### config.mk
export PLATFORM = sky130hd
export DESIGN_NAME = dm_arbiter
export DESIGN_NICKNAME = d
export VERILOG_FILES = /design/src/rtl/dm_arbiter.sv
export SDC_FILE = /design/constraint.sdc
export NUM_CORES = 1
export LEC_CHECK = 0
export CORE_MARGIN = 2
export CORE_UTILIZATION = 43
export CTS_BUF_LIST = sky130_fd_sc_hd__clkbuf_16
export DETAILED_ROUTE_END_ITERATION = 10
export PLACE_DENSITY = 0.86
export SLEW_MARGIN = 20
export SYNTH_ARGS = -nofsm -noshare
export SYNTH_HDL_FRONTEND = slang
export SYNTH_SLANG_ARGS = --single-unit
export TNS_END_PERCENT = 10
### constraint.sdc
create_clock -name clk -period 4.2 [get_ports clk]
set_input_delay 0.84 -clock clk [delete_from_list [all_inputs] [get_ports clk]]
set_output_delay 0.84 -clock clk [all_outputs]
set_load 0.05 [all_outputs]
### src/rtl/dm_arbiter.sv
// dm_arbiter: two-port round-robin arbiter and access sequencer for the 1 KiB word data memory.
// Optional build macro DM_ARB_ALIGN_CHECK_EN rejects misaligned word accesses with err.
module dm_arbiter #(
   parameter bit RR_INIT = 1'b0
) (
   input  logic        clk,
   input  logic        rst,
   input  logic        req0,
   input  logic        req1,
   input  logic        we0,
   input  logic        we1,
   input  logic [31:0] addr0,
   input  logic [31:0] addr1,
   input  logic [31:0] wdata0,
   input  logic [31:0] wdata1,
   output logic        ack0,
   output logic        ack1,
   output logic [31:0] rdata0,
   output logic [31:0] rdata1,
   output logic        err0,
   output logic        err1,
   output logic [31:0] mem_addr,
   output logic [31:0] mem_din,
   output logic        mem_wr,
   input  logic [31:0] mem_dout
);

   // state  | meaning
   // IDLE   | no access in flight; arbitrate and launch on any req
   // ACCESS | memory cycle: store commits / load data captured at its closing edge
   // DONE   | ack (and err) pulse to the winner; reqs ignored
   typedef enum logic [1:0] {
      IDLE   = 2'd0,
      ACCESS = 2'd1,
      DONE   = 2'd2
   } state_t;

   state_t      state_q, state_d;
   logic        win_q, win_d;
   logic        last_q, last_d;
   logic        mem_wr_q, mem_wr_d;
   logic        ack0_q, ack0_d;
   logic        ack1_q, ack1_d;
   logic [31:0] mem_addr_q, mem_addr_d;
   logic [31:0] mem_din_q, mem_din_d;
   logic [31:0] rdata0_q, rdata0_d;
   logic [31:0] rdata1_q, rdata1_d;

   logic        any_req;
   logic        win;
   logic        win_we;
   logic [31:0] win_addr;
   logic [31:0] win_wdata;
   logic        misalign;

   assign any_req   = req0 | req1;
   // On contention the port that did not win last time gets the grant.
   assign win       = (req0 & req1) ? ~last_q : req1;
   assign win_we    = win ? we1 : we0;
   assign win_addr  = win ? addr1 : addr0;
   assign win_wdata = win ? wdata1 : wdata0;

`ifdef DM_ARB_ALIGN_CHECK_EN
   logic err0_q, err0_d;
   logic err1_q, err1_d;
   assign misalign = |win_addr[1:0];
   assign err0     = err0_q;
   assign err1     = err1_q;
`else
   assign misalign = 1'b0;
   assign err0     = 1'b0;
   assign err1     = 1'b0;
`endif

   always_ff @(posedge clk or negedge rst) begin
      if (!rst) state_q <= IDLE;
      else      state_q <= state_d;
   end

   always_comb begin
      state_d = state_q;
      case (state_q)
         IDLE:    if (any_req) state_d = misalign ? DONE : ACCESS;
         ACCESS:  state_d = DONE;
         DONE:    state_d = IDLE;
         default: state_d = IDLE;
      endcase
   end

   always_comb begin
      mem_addr_d = mem_addr_q;
      mem_din_d  = mem_din_q;
      mem_wr_d   = 1'b0;
      ack0_d     = 1'b0;
      ack1_d     = 1'b0;
      rdata0_d   = rdata0_q;
      rdata1_d   = rdata1_q;
      win_d      = win_q;
      last_d     = last_q;
`ifdef DM_ARB_ALIGN_CHECK_EN
      err0_d     = 1'b0;
      err1_d     = 1'b0;
`endif
      case (state_q)
         IDLE: begin
            if (any_req) begin
               win_d  = win;
               last_d = win;
               if (misalign) begin
                  ack0_d = ~win;
                  ack1_d = win;
`ifdef DM_ARB_ALIGN_CHECK_EN
                  err0_d = ~win;
                  err1_d = win;
`endif
               end else begin
                  mem_addr_d = win_addr;
                  mem_din_d  = win_wdata;
                  mem_wr_d   = win_we;
               end
            end
         end
         ACCESS: begin
            ack0_d = ~win_q;
            ack1_d = win_q;
            // mem_dout was refreshed at the mid-cycle negedge of this ACCESS cycle.
            if (!mem_wr_q) begin
               if (win_q) rdata1_d = mem_dout;
               else       rdata0_d = mem_dout;
            end
         end
         default: ;
      endcase
   end

   always_ff @(posedge clk or negedge rst) begin
      if (!rst) begin
         win_q      <= 1'b0;
         last_q     <= ~RR_INIT;
         mem_wr_q   <= 1'b0;
         ack0_q     <= 1'b0;
         ack1_q     <= 1'b0;
         mem_addr_q <= '0;
         mem_din_q  <= '0;
         rdata0_q   <= '0;
         rdata1_q   <= '0;
`ifdef DM_ARB_ALIGN_CHECK_EN
         err0_q     <= 1'b0;
         err1_q     <= 1'b0;
`endif
      end else begin
         win_q      <= win_d;
         last_q     <= last_d;
         mem_wr_q   <= mem_wr_d;
         ack0_q     <= ack0_d;
         ack1_q     <= ack1_d;
         mem_addr_q <= mem_addr_d;
         mem_din_q  <= mem_din_d;
         rdata0_q   <= rdata0_d;
         rdata1_q   <= rdata1_d;
`ifdef DM_ARB_ALIGN_CHECK_EN
         err0_q     <= err0_d;
         err1_q     <= err1_d;
`endif
      end
   end

   assign ack0     = ack0_q;
   assign ack1     = ack1_q;
   assign rdata0   = rdata0_q;
   assign rdata1   = rdata1_q;
   assign mem_addr = mem_addr_q;
   assign mem_din  = mem_din_q;
   assign mem_wr   = mem_wr_q;

endmodule

---- After elaboration in Yosys (flattened, before gate mapping) ----
Cells that the tools add are included.
storage, ports and cells
  bits in registers ....................... 135
  input bits .............................. 166
  output and inout bits ................... 133
  logic and storage cells ................. 31
cells by class
  equal/unequal tests ..................... 2
  multiplexer cells ....................... 10
  bitwise operators ....................... 5
  reduce and logical (&&, ||, !) cells .... 4
operators by type and width
  cell                                            count
  2-to-1 mux 32 bit                               2
  2-to-1 mux 1 bit                                6
  AND reduction 3 bit                             2
  case mux 2 bit (2 select lines)                 1
  NOT 1 bit                                       3
  == test 2 x 1 -> 1 bit (second input constant)  1
  logical NOT 2 bit                               1
  2-to-1 mux 2 bit                                1
  inequality test 2 bit (second input constant)   1
  AND reduction 2 bit                             1
  AND 1 bit                                       1
  OR 1 bit                                        1

---- Logic depth before layout (Yosys ltp) ----
  word-level depth ........................ 5
  gate-level depth with buffers ........... 6
  mapped depth without buffers ............ 4

---- Worst setup path after synthesis ----
No wires, ideal clock.
  path type ............................... input -> register
  start point ............................. input port req1
  end point ............................... register mem_addr_q[1], in the netlist mem_addr[1]
  setup time .............................. 0.141 ns
  arrival ................................. 1.605 ns
  data required time ...................... 4.059 ns
  setup slack ............................. 2.454 ns
  cell stages on the path ................. 5
  path buffers ............................ 2
  cells stage by stage .................... or2_1 buf_2 buf_1 a21oi_1 a31oi_1
between the ends
  longest elaborated chain between the ends .. 3
  elaborated cells between the ends (all ways) .. 5
  classes of those cells .................. 2 x mux; 2 x bitwise; 1 x reduce/logical
RTL lines
  what                  RTL line  source
  from (decl)           9         input logic req1,
  AND 1 bit             58        assign win = (req0 & req1) ? ~last_q : req1;
  2-to-1 mux 1 bit      58
  2-to-1 mux 32 bit     60        assign win_addr = win ? addr1 : addr0;
  to (signal assigned)  157       mem_addr_q <= mem_addr_d;
  to (decl)             44        logic [31:0] mem_addr_q, mem_addr_d;
Parallel ways exist; a longest one is shown, timed or not.
A chain may end at the register's enable or synchronous reset.

---- Final worst setup path ----
  start point ............................. input port req0
  end point ............................... register mem_din_q[27], in the netlist mem_din[27]
between the ends
  longest elaborated chain between the ends .. 3
  elaborated cells between the ends (all ways) .. 5
  classes of those cells .................. 2 x mux; 2 x bitwise; 1 x reduce/logical
RTL lines
  what                  RTL line  source
  from (decl)           8         input logic req0,
  AND 1 bit             58
  2-to-1 mux 1 bit      58
  2-to-1 mux 32 bit     61        assign win_wdata = win ? wdata1 : wdata0;
  to (signal assigned)  158       mem_din_q <= mem_din_d;
  to (decl)             45        logic [31:0] mem_din_q, mem_din_d;
Parallel ways exist; a longest one is shown, timed or not.

==> out/metrics.csv <==
stage,metric,value,unit
synthesis,netlist_instances,518,
synthesis,async_flop_share,1.00,
clock_network,numCtsBuffers,17,
timing,tightestPinTransition,1.04,ns
floorplan,ios,299,
layout,final-seq-area,0.00338,mm2
critical_path,cp.required,4.51,ns
timing,setup_slack,1.49,ns
placement,preCtsSetupSlack,1.23,ns
run_status,status,"complete, no violations",
clock_network,cts.sinks,135,
clock_network,cts_hold_buf,0,
timing,layout_min_cycle_time,2.71,ns
critical_path,crit_arrival,3.02,ns
route,drt_iter0_markers,330,
route,drtAntennaViolNets,0,
clock_network,htree_levels,4,
clock_network,cts_tree,done,
global_routing,grt_first_pass_wirelength,28.3,mm
global_routing,grt_usage,0.253,
placement,port-buffer-count,296,
critical_path,cp-end-kind,flip-flop,
route,vias,5198,
layout,finalNetCount,964,
timing,slew_headroom,0.302,
clock_network,post_cts_buffers,0,
floorplan,start_util,0.438,
synthesis,yosysMostFrequentCell,dfrtp_1,
synthesis,avgSynthCellArea,11.2,um2
global_routing,antenna_found_initial,0,
route,wl,17.7,mm
placement,dpl.hpwl,12.2,mm
clock_network,clk_path_buf_depth,2,
flow_run,cap_violations,0,
timing,finalClockSkew,0.00688,ns
synthesis,synth_top_flop_cell,dfrtp_1,
critical_path,critical_path_class,in -> reg,
layout,syn2layout_area_growth,62.0,%
layout,design_area,0.00936,mm2
critical_path,worstSetupStartpointType,input pin,
timing,whs,0.482,ns
layout,diodes,0,
critical_path,startpoint,req0,
placement,place_area,0.00880,mm2
synthesis,syn-cell-area,0.00578,mm2
critical_path,cp_max_fo,65,
floorplan,die_width,120,um
floorplan,die_h,120,um
clock_network,ctsResizeCount,0,
synthesis,synth-edff-count,0,
timing,slew_viol_final,0,
route,drt-wirelength-per-cell,18.0,um
synthesis,synth_seq_cells,135,
layout,fillers,910,
route,drtPass1Iterations,4,
floorplan,fp.coreArea,0.0132,mm2
timing,setup_viol,0,
clock_network,cts.clk_slew.worst_paths,0.06,ns
placement,gp_congestion,0.797,
floorplan,die_area,0.0144,mm2
synthesis,synth_top_area_share,0.580,
timing,period_share,0.645,
timing,grt_setup_unrepaired,no,
layout,drive_gt1_frac,0.0937,
synthesis,yosysSeqAreaShare,0.585,
power_and_ir_drop,pwr_density_cell,969,mW/mm2
clock_network,clock_latency,0.41,ns
global_routing,grt_max_degree,92,
route,route.detailed.drc,0,
critical_path,timing.rr.start,state_q[0]$_DFFE_PN0P_,
route,routed_via_density,5.27,
layout,multi_input_area,0.00217,mm2
synthesis,synth.area.top_cells,"dfrtp_1 58%, nand2_1 8.5%, mux2_4 7.8%",
global_routing,grt_pass1_vias,5440,
timing,tns,0,ns
synthesis,yosysTopAreaCell,dfrtp_1,
floorplan,row_count,42,
power_and_ir_drop,irDropWorstVdd,0.000469,V
worst_hold_path,holdCritStartpoint,rdata0[28]$_DFFE_PN0P_,
timing,hold_violations,0,
clock_network,root_buffer,clkbuf_16,
power_and_ir_drop,p_leak,3.90,nW
synthesis,yosys_warnings,0,
synthesis,yosysUniqueCellTypes,25,
global_routing,grt-ovfl-total,0,
worst_hold_path,worstHoldPathType,reg -> reg,
timing,fmax,0.369,GHz
synthesis,ys_top_cells_by_count,"134 x dfrtp_1, 131 x nand2_1, 66 x a21oi_1, 65 x a31oi_1, 34 x mux2_1",
==> cell usage in the layout (no fill, tap or decap) <==
cell type,n
a21bo_2,1
a21boi_4,1
a21oi_1,66
a22o_1,1
a31oi_1,65
and3b_1,1
buf_4,8
buf_6,1
bufinv_16,1
clkbuf_16,17
clkdlybuf4s50_1,295
clkinv_1,3
clkinv_2,2
clkinv_4,1
clkinvlp_4,5
conb_1,2
dfrtp_1,134
dfstp_2,1
inv_1,1
inv_6,4
mux2_1,34
mux2_4,30
nand2_1,131
nand2b_1,1
nor2_1,1
nor2_4,1
nor2b_4,1
nor3_4,1
or2_2,1
==> final cells by class <==
type                       instances  area share
multi-input combinational        338       0.232
timing repair buffer             304       0.323
clock buffer                      17      0.0455
clock inverter                    15      0.0136
sequential                       135       0.361
inverter                           2    0.000936
tap                              176      0.0235
==> logic make-up (layout without fill, tap and decap cells) <==
family                 count (synthesis)  after routing  synth area share
AO/OA/AOI/OAI                        134            134             0.132
buffers and inverters                 46            338            0.0448
flip-flops                           135            135             0.585
multiplexers                          64             64             0.144
other                                  1              2          0.000649
AND/OR/NAND/NOR                      138            138            0.0933
==> per-stage QoR <==
stage	utilization	total power [mW]	std cells
5_1_grt	0.710	9.47	987
2_1_floorplan	-	5.85	519
4_1_cts	0.709	9.12	987
3_5_place_dp	0.668	7.68	955
3_3_place_gp	0.668	7.53	955
6_report	0.710	9.07	987
==> path summary, 6_finish.rpt <==
kind                                            end  slack (ns)  cells after the start
max                         mem_din[27]$_DFFE_PN0P_        1.49                      5
min                          rdata0[28]$_DFFE_PN0P_        0.48                      1
max reg2reg                 mem_din[27]$_DFFE_PN0P_        1.75                      5
min reg2reg                  rdata0[28]$_DFFE_PN0P_        0.48                      1
max in group asynchronous     rdata0[0]$_DFFE_PN0P_        2.84                      2
min in group asynchronous  mem_addr[27]$_DFFE_PN0P_        0.51                      1
==> power breakdown <==
| part | switching [mW] | internal, mW |
|---|---|---|
| clock | 0.577 | 0.814 |
| combinational | 3.43 | 1.86 |
| sequential | 0.406 | 1.98 |
==> layer usage <==
layer / global-route usage / share of wire
met1: 0.288 / 0.38
met3: 0.0817 / 0.085
met4: 0.108 / 0.031
met5: 0 / 0
met2: 0.436 / 0.51
==> worst max-delay path: stages <==
cell	delay (ns)
clkdlybuf4s50_1	0.51
or2_2	0.33
nand2_1	0.14
clkinv_2	0.71
a31oi_1	0.42
==> flip-flops by register name (all words and copies together) (netlist names), 2 cells and up <==
register  flops
mem_din      32
mem_addr     32
state_q       2
rdata1       32
rdata0       32
Power figures use the tool's default switching activity.
